$ cat config.mk
export PLATFORM = sky130hd
export DESIGN_NAME = phase_to_amplitude
export DESIGN_NICKNAME = d
export VERILOG_FILES = /design/src/rtl/phase_to_amplitude.sv
export SDC_FILE = /design/constraint.sdc
export NUM_CORES = 1
export LEC_CHECK = 0
export CORE_MARGIN = 4
export CORE_UTILIZATION = 51
export CTS_CLUSTER_SIZE = 25
export DETAILED_ROUTE_END_ITERATION = 6
export PLACE_DENSITY = 0.71
export SLEW_MARGIN = 30
export SYNTH_ARGS = -nofsm -noshare
export SYNTH_HDL_FRONTEND = slang
export SYNTH_SLANG_ARGS = --single-unit
$ cat constraint.sdc
create_clock -name clk -period 6.8 [get_ports clk]
set_input_delay 1.7 -clock clk [delete_from_list [all_inputs] [get_ports clk]]
set_output_delay 1.7 -clock clk [all_outputs]
set_load 0.05 [all_outputs]
$ cat src/rtl/phase_to_amplitude.sv
// Phase-to-amplitude converter: turns an accumulator phase word into a signed
// pulse/saw/triangle/noise sample through a two-register, valid-qualified pipeline.
module phase_to_amplitude #(
  parameter int PHASE_WIDTH  = 32,
  parameter int SAMPLE_WIDTH = 16
) (
  input  logic                           clk,
  input  logic                           rst_active_high,
  input  logic [PHASE_WIDTH-1:0]         phase_in,
  input  logic                           phase_valid,
  input  logic [2:0]                     wave_select,
  input  logic [7:0]                     pulse_width,
  output logic signed [SAMPLE_WIDTH-1:0] sample_out,
  output logic                           sample_valid,
  output logic                           wrap_pulse
);

  localparam int P = PHASE_WIDTH;
  localparam int S = SAMPLE_WIDTH;

  typedef enum logic [2:0] {
    WAVE_PULSE    = 3'd0,
    WAVE_SAW      = 3'd1,
    WAVE_TRIANGLE = 3'd2,
    WAVE_NOISE    = 3'd3
  } wave_t;

  logic [P-1:0]  r_prevPhase;
  logic [22:0]   r_lfsr;
  logic          r_s1Valid;
  logic [P-1:0]  r_s1Phase;
  logic [2:0]    r_s1Wave;
  logic [7:0]    r_s1PulseWidth;
  logic          r_s1Wrap;
  logic [S-1:0]  r_s1Noise;

  logic          w_doStep;
  logic [22:0]   w_lfsrNext;
  logic [S-1:0]  w_triFold;
  logic [S-1:0]  w_wave;

  // The LFSR advances only when the coarse phase (top nibble) moves on a valid input.
  assign w_doStep   = phase_valid && (phase_in[P-1 -: 4] != r_prevPhase[P-1 -: 4]);
  assign w_lfsrNext = w_doStep ? {r_lfsr[21:0], r_lfsr[22] ^ r_lfsr[17]} : r_lfsr;

  // Noise bits are captured alongside the phase so a later step cannot leak into this sample.
  always_ff @(posedge clk or posedge rst_active_high) begin
    if (rst_active_high) begin
      r_prevPhase    <= '0;
      r_lfsr         <= 23'h7FFFFF;
      r_s1Valid      <= 1'b0;
      r_s1Phase      <= '0;
      r_s1Wave       <= '0;
      r_s1PulseWidth <= '0;
      r_s1Wrap       <= 1'b0;
      r_s1Noise      <= '0;
    end else if (phase_valid) begin
      r_prevPhase    <= phase_in;
      r_lfsr         <= w_lfsrNext;
      r_s1Valid      <= 1'b1;
      r_s1Phase      <= phase_in;
      r_s1Wave       <= wave_select;
      r_s1PulseWidth <= pulse_width;
      r_s1Wrap       <= (phase_in < r_prevPhase);
      r_s1Noise      <= w_lfsrNext[S-1:0];
    end else begin
      r_s1Valid      <= 1'b0;
      r_s1Wrap       <= 1'b0;
    end
  end

  always_comb begin
    w_triFold = r_s1Phase[P-2 -: S];
    if (r_s1Phase[P-1]) begin
      w_triFold = ~r_s1Phase[P-2 -: S];
    end
    w_wave = '0;
    case (r_s1Wave)
      WAVE_PULSE:    w_wave = (r_s1Phase[P-1 -: 8] < r_s1PulseWidth) ?
                              {1'b0, {(S-1){1'b1}}} : {1'b1, {(S-1){1'b0}}};
      WAVE_SAW:      w_wave = {~r_s1Phase[P-1], r_s1Phase[P-2 -: S-1]};
      WAVE_TRIANGLE: w_wave = {~w_triFold[S-1], w_triFold[S-2:0]};
      WAVE_NOISE:    w_wave = r_s1Noise;
      default:       w_wave = '0;
    endcase
  end

  // Bubbles leave the last sample on the bus and suppress both strobes.
  always_ff @(posedge clk or posedge rst_active_high) begin
    if (rst_active_high) begin
      sample_out   <= '0;
      sample_valid <= 1'b0;
      wrap_pulse   <= 1'b0;
    end else if (r_s1Valid) begin
      sample_out   <= w_wave;
      sample_valid <= 1'b1;
      wrap_pulse   <= r_s1Wrap;
    end else begin
      sample_valid <= 1'b0;
      wrap_pulse   <= 1'b0;
    end
  end

endmodule
==> flow_summary.toml, run 1 <==
[clock_tree]
clockBufferDepth = 2
clockRootBuffer = "clkbuf_8"
htree_levels = 3
numCtsBuffers = 9
post_cts_buffers = 0
clk_pin_slew_ns = 0.09
clock_latency_ns = 0.36
hold_buffers = 0
cts_tree = "done"
cts_num_sinks = 102
cts_resized = 0

[worst_setup_path]
cp-end-kind = "register"
crit_path_start_kind = "primary input"
path_class = "in2reg"
required_ns = 7.04
critical_path.max_fanout = 24
worstPathArrival_ns = 3.80

[logic_synthesis]
synthFlopType = "dfrtp_1"
synth_fa_ha_area_frac = 0.0919
yosys.area_share.simple = 0.0827
synth_area_leaders = "dfrtp_1 38%, dfstp_2 12%, ha_1 9.2%, mux2_2 7.2%, o21ai_0 6.3%"
synthXorXnorAreaFrac = 0.0288
ys_async_sr_fraction = 1.00
netlist_instances = 493
syn_area_um2 = 5170
synth-seq-area-share = 0.499
yosysMostFrequentCell = "dfrtp_1"
synth_mux_area_frac = 0.0936
synth_top_family_by_area = "compound AO/OA/AOI/OAI gates"
synth-seq-cells = 102
synth_edf_count = 0
synth_cell_types = 43
synth_top_area_frac = 0.382
syn-num-nets = 577
synth_top_area_cell = "dfrtp_1"
synth-compound-area-share = 0.151
avgSynthCellArea_um2 = 10.5
yosysWarnings = 0
netlist_top_cells_count = "79 x dfrtp_1, 76 x nand2_1, 65 x o21ai_0"

[floorplanning]
die_y_um = 109
ioPinCount = 64
die-area_um2 = 11800
core_um2 = 9820
rows = 36
initial_core_util = 0.527
die_w_um = 109

[sta]
period_minus_slack_ns = 3.56
drv_slew = 0
min_period_over_period = 0.524
max_slew.worst_pin.slew_ns = 0.970
final_hold_viol_count = 0
clock_skew_ns = 0.0132
relSlewSlack = 0.353
finalSetupTns_ns = 0
setup-violations-final = 0
fmax_mhz = 281
rsz0062_at_grt = "false"
hold_slack_ns = 0.491
fin_ws_ns = 3.24

[detailed_routing]
dr.first_iter.drc_count = 185
viasPerCell = 5.36
wl_per_cell_um = 15.2
detail-route-antenna-nets = 0
vias = 3657
firstDrtPassIters = 5
drc = 0
wl_mm = 10.4

[placed_design]
dp_slack_ns = 2.44
place_inst = 665
numPortBuffers = 63
placed_area_um2 = 5860
routabilityCongestion = 0.832
hpwlAfterDp_mm = 7.29

[finish]
final_area_um2 = 6120
fillers = 821
drive_gt1_frac = 0.158
fin_cells = 682
synthToLayoutAreaGrowth_pct = 18.4
final_core_util = 0.624
n_antenna_cell = 0
nNetsFinal = 628

[global_routing]
grt_max_degree = 101
antenna_found_initial = 0
grt_pass1_wl_mm = 17.0
grt_pass1_vias = 3405
grt_usage = 0.182
overflow = 0

[pwr]
total_power_mw = 1.62
irDropWorstVdd_mv = 0.132
p_leak_nw = 2.78
powerDensity_nw_per_um2 = 264

[run]
max_cap_violations = 0

[status]
status = "complete, no violations"

[min_path]
min_path_type = "reg2reg"
routing by layer:
metal | up-vias | part of all wire | GRT usage | wire length [um]
met5 | - | 0 | 0 | 0
met3 | 14 | 0.044 | 0.0302 | 458
met1 | 1750 | 0.46 | 0.265 | 4780
met2 | 88 | 0.48 | 0.283 | 4960
met4 | 0 | 0.016 | 0.0505 | 169
li1 | 1805 | - | - | -
cell usage in the layout, fill, tap and decap left out, types with 11 or more instances in the layout:
cell	instances
a21oi_1	16
clkdlybuf4s50_1	62
a22oi_1	20
inv_1	39
dfrtp_1	78
mux2_2	33
xor2_1	15
ha_1	38
nand2_1	75
o21ai_0	65
dfstp_2	23
clkbuf_8	11
report_power, final:
part	switching [mW]	total, mW	internal [mW]
sequential	0.0730	0.804	0.731
clock	0.207	0.437	0.229
combinational	0.206	0.375	0.169
total	0.486	1.62	1.13
worst paths after layout:
kind / depth (start not counted) / slack [ns] / from / endpoint
hold / removal: 2 / 0.49 / r_lfsr[0]$_DFFE_PP1P_ / r_lfsr[0]$_DFFE_PP1P_
hold reg to reg: 2 / 0.49 / r_lfsr[0]$_DFFE_PP1P_ / r_lfsr[0]$_DFFE_PP1P_
setup / recovery: 6 / 3.24 / phase_in[29] / r_s1Noise[12]$_DFFE_PP0P_
max in group asynchronous: 3 / 3.94 / rst_active_high / sample_out[14]$_DFFE_PP0P_
setup reg to reg: 6 / 3.87 / r_s1Phase[31]$_DFFE_PP0P_ / r_s1Noise[12]$_DFFE_PP0P_
min in group asynchronous: 2 / 1.70 / rst_active_high / r_s1Phase[14]$_DFFE_PP0P_
cells by family after synthesis:
family	count (synthesis)
XOR/XNOR	17
adder cells (fa/ha/maj)	38
buffers and inverters	67
flip-flops	102
multiplexers	43
AO/OA/AOI/OAI	126
AND/OR/NAND/NOR	100
area by class of cell:
class	count	area, um2	area share
Tap cell	133	166	0.0272
Inverter	41	156	0.0255
Sequential cell	102	2580	0.422
Timing Repair Buffer	66	668	0.109
Clock buffer	12	155	0.0253
Clock inverter	4	76.3	0.0125
Multi-Input combinational cell	324	2320	0.379
registers in the layout, indices dropped and copies added (netlist names):
register	cells
r_s1PulseWidth	8
r_s1Noise	16
r_lfsr	23
r_s1Wave	3
r_s1Wrap	1
sample_out	16
sample_valid	1
wrap_pulse	1
r_s1Valid	1
r_s1Phase	32
worst max-delay path: stages:
cell and delay, ns:
clkdlybuf4s50_1 0.45, ha_1 0.32, nand4_1 0.18, nand2_2 0.47, mux2_2 0.41, mux2_2 0.26
Note: power is estimated with default switching activity, not from simulation.
==> inputs of run 2 (changes only) <==
- CORE_UTILIZATION: 51 -> 50
- PLACE_DENSITY: 0.71 -> 0.73
- clock period: 6.8 -> 2.9 ns (I/O delays scaled with it)
==> run 2 against run 1 <==
  * Sequential power rose by 130%
  * Register-to-register slack got worse by 3.1 ns
  * Critical endpoint is now r_s1Noise[2]$_DFFE_PP0P_
  * Non-clock buffer count rose by 5
==> flow_summary.toml, run 2 (synthesis gave the netlist of run 1 again) <==
[status]
status = "complete, no violations"

[placed_design]
hpwlAfterDp_mm = 7.90
numPortBuffers = 63
routabilityCongestion = 0.843
place_inst = 671

[floorplanning]
die_w_um = 110
core_um2 = 9910
rows = 36
initial_core_util = 0.522
die-area_um2 = 12000
ioPinCount = 64
die_y_um = 110

[finish]
fin_cells = 687
nNetsFinal = 633
final_cell_mix = "79 x dfrtp_1, 76 x nand2_1, 65 x o21ai_0"
n_antenna_cell = 0
final_common_cell = "dfrtp_1"
reg_top3 = "r_s1Phase: 32 flops, r_lfsr: 23 flops"
largest-register = "r_s1Phase"
drive_gt1_frac = 0.162
synthToLayoutAreaGrowth_pct = 19.7
largest_reg_flops = 32

[global_routing]
antenna_found_initial = 0
grt_usage = 0.192
grt_pass1_wl_mm = 17.7
grt_max_degree = 100
grt_pass1_vias = 3655
overflow = 0

[sta]
rsz0062_at_grt = "false"
setup-violations-final = 0
drv_slew = 0
period_minus_slack_ns = 2.39
max_slew.worst_pin.slew_ns = 0.754
fmax_mhz = 419
clock_skew_ns = 0.00940
relSlewSlack = 0.496
final_hold_viol_count = 0
finalSetupTns_ns = 0
hold_slack_ns = 0.488
min_period_over_period = 0.823

[detailed_routing]
wl_mm = 10.6
wl_per_cell_um = 15.4
vias = 3650
firstDrtPassIters = 4
detail-route-antenna-nets = 0
viasPerCell = 5.31
dr.first_iter.drc_count = 156
drc = 0

[clock_tree]
clockBufferDepth = 2
numCtsBuffers = 9
clk_pin_slew_ns = 0.09
cts_num_sinks = 102
cts_resized = 0
post_cts_buffers = 0
clock_latency_ns = 0.37
clockRootBuffer = "clkbuf_8"
hold_buffers = 0
htree_levels = 3
cts_tree = "done"

[min_path]
hp-start = "r_lfsr[0]$_DFFE_PP1P_"
hold_end = "r_lfsr[0]$_DFFE_PP1P_"
hold_depth = 2
min_path_type = "reg2reg"

[worst_setup_path]
path_class = "in2reg"
worstPathArrival_ns = 2.64
timing.rr.end = "r_s1Noise[2]$_DFFE_PP0P_"
critical_path.max_fanout = 24
r2r_setup_slack_ns = 0.82
cp-end-kind = "register"
r2r_start = "r_s1Phase[29]$_DFFE_PP0P_"
crit_start = "phase_in[30]"
required_ns = 3.15
crit_path_start_kind = "primary input"
rr_worst_depth = 7

[pwr]
powerDensity_nw_per_um2 = 609
irDropWorstVdd_mv = 0.408
p_leak_nw = 2.81

[run]
max_cap_violations = 0
-- run 2: how the worst max path moves through the flow --
stage	end	cells after the start
final	r_s1Noise[2]$_DFFE_PP0P_	7
after detailed placement	r_s1Noise[1]$_DFFE_PP0P_	7
after global routing	r_s1Noise[2]$_DFFE_PP0P_	7
after floorplan	r_s1Noise[2]$_DFFE_PP0P_	9
after CTS	r_s1Noise[2]$_DFFE_PP0P_	7
after global placement	r_s1Noise[2]$_DFFE_PP0P_	7
-- run 2: cell type report --
type	instances	area [um2]
Inverter	41	158
Sequential cell	102	2580
Tap cell	133	166
Clock buffer	10	128
Timing Repair Buffer	71	748
Multi-Input combinational cell	324	2320
Fill cell	793	3720
Clock inverter	6	92.6
-- run 2: metal layers --
metal	GRT usage	up-vias	part of all wire
met5	0	-	0
met1	0.247	1754	0.43
met4	0.0472	0	0.013
met3	0.0552	14	0.046
met2	0.319	70	0.51
li1	-	1812	-
-- run 2: worst max-delay path, cell delays in order --
cell,delay (ns)
clkdlybuf4s50_1,0.46
ha_1,0.32
nand4_1,0.14
nand2_1,0.16
buf_12,0.19
mux2_2,0.37
mux2_2,0.27
-- run 2: report_power, final --
group	switching, mW	leakage, nW	total, mW	internal [mW]
sequential	0.148	1.23	1.86	1.71
clock	0.492	0.104	0.984	0.492
combinational	0.509	1.47	0.923	0.414
-- run 2: per-stage QoR --
step / utilization / power [mW] / cell area, um2 / setup WS [ns]
after global routing: 0.625 / 4.00 / 6190 / 0.476
final: 0.625 / 3.77 / 6190 / 0.514
after detailed placement: 0.602 / 2.82 / 5970 / 0.141
after global placement: 0.602 / 2.77 / 5970 / 0.208
after floorplan: - / 2.49 / 5170 / 0.487
after CTS: 0.625 / 3.81 / 6190 / 0.537
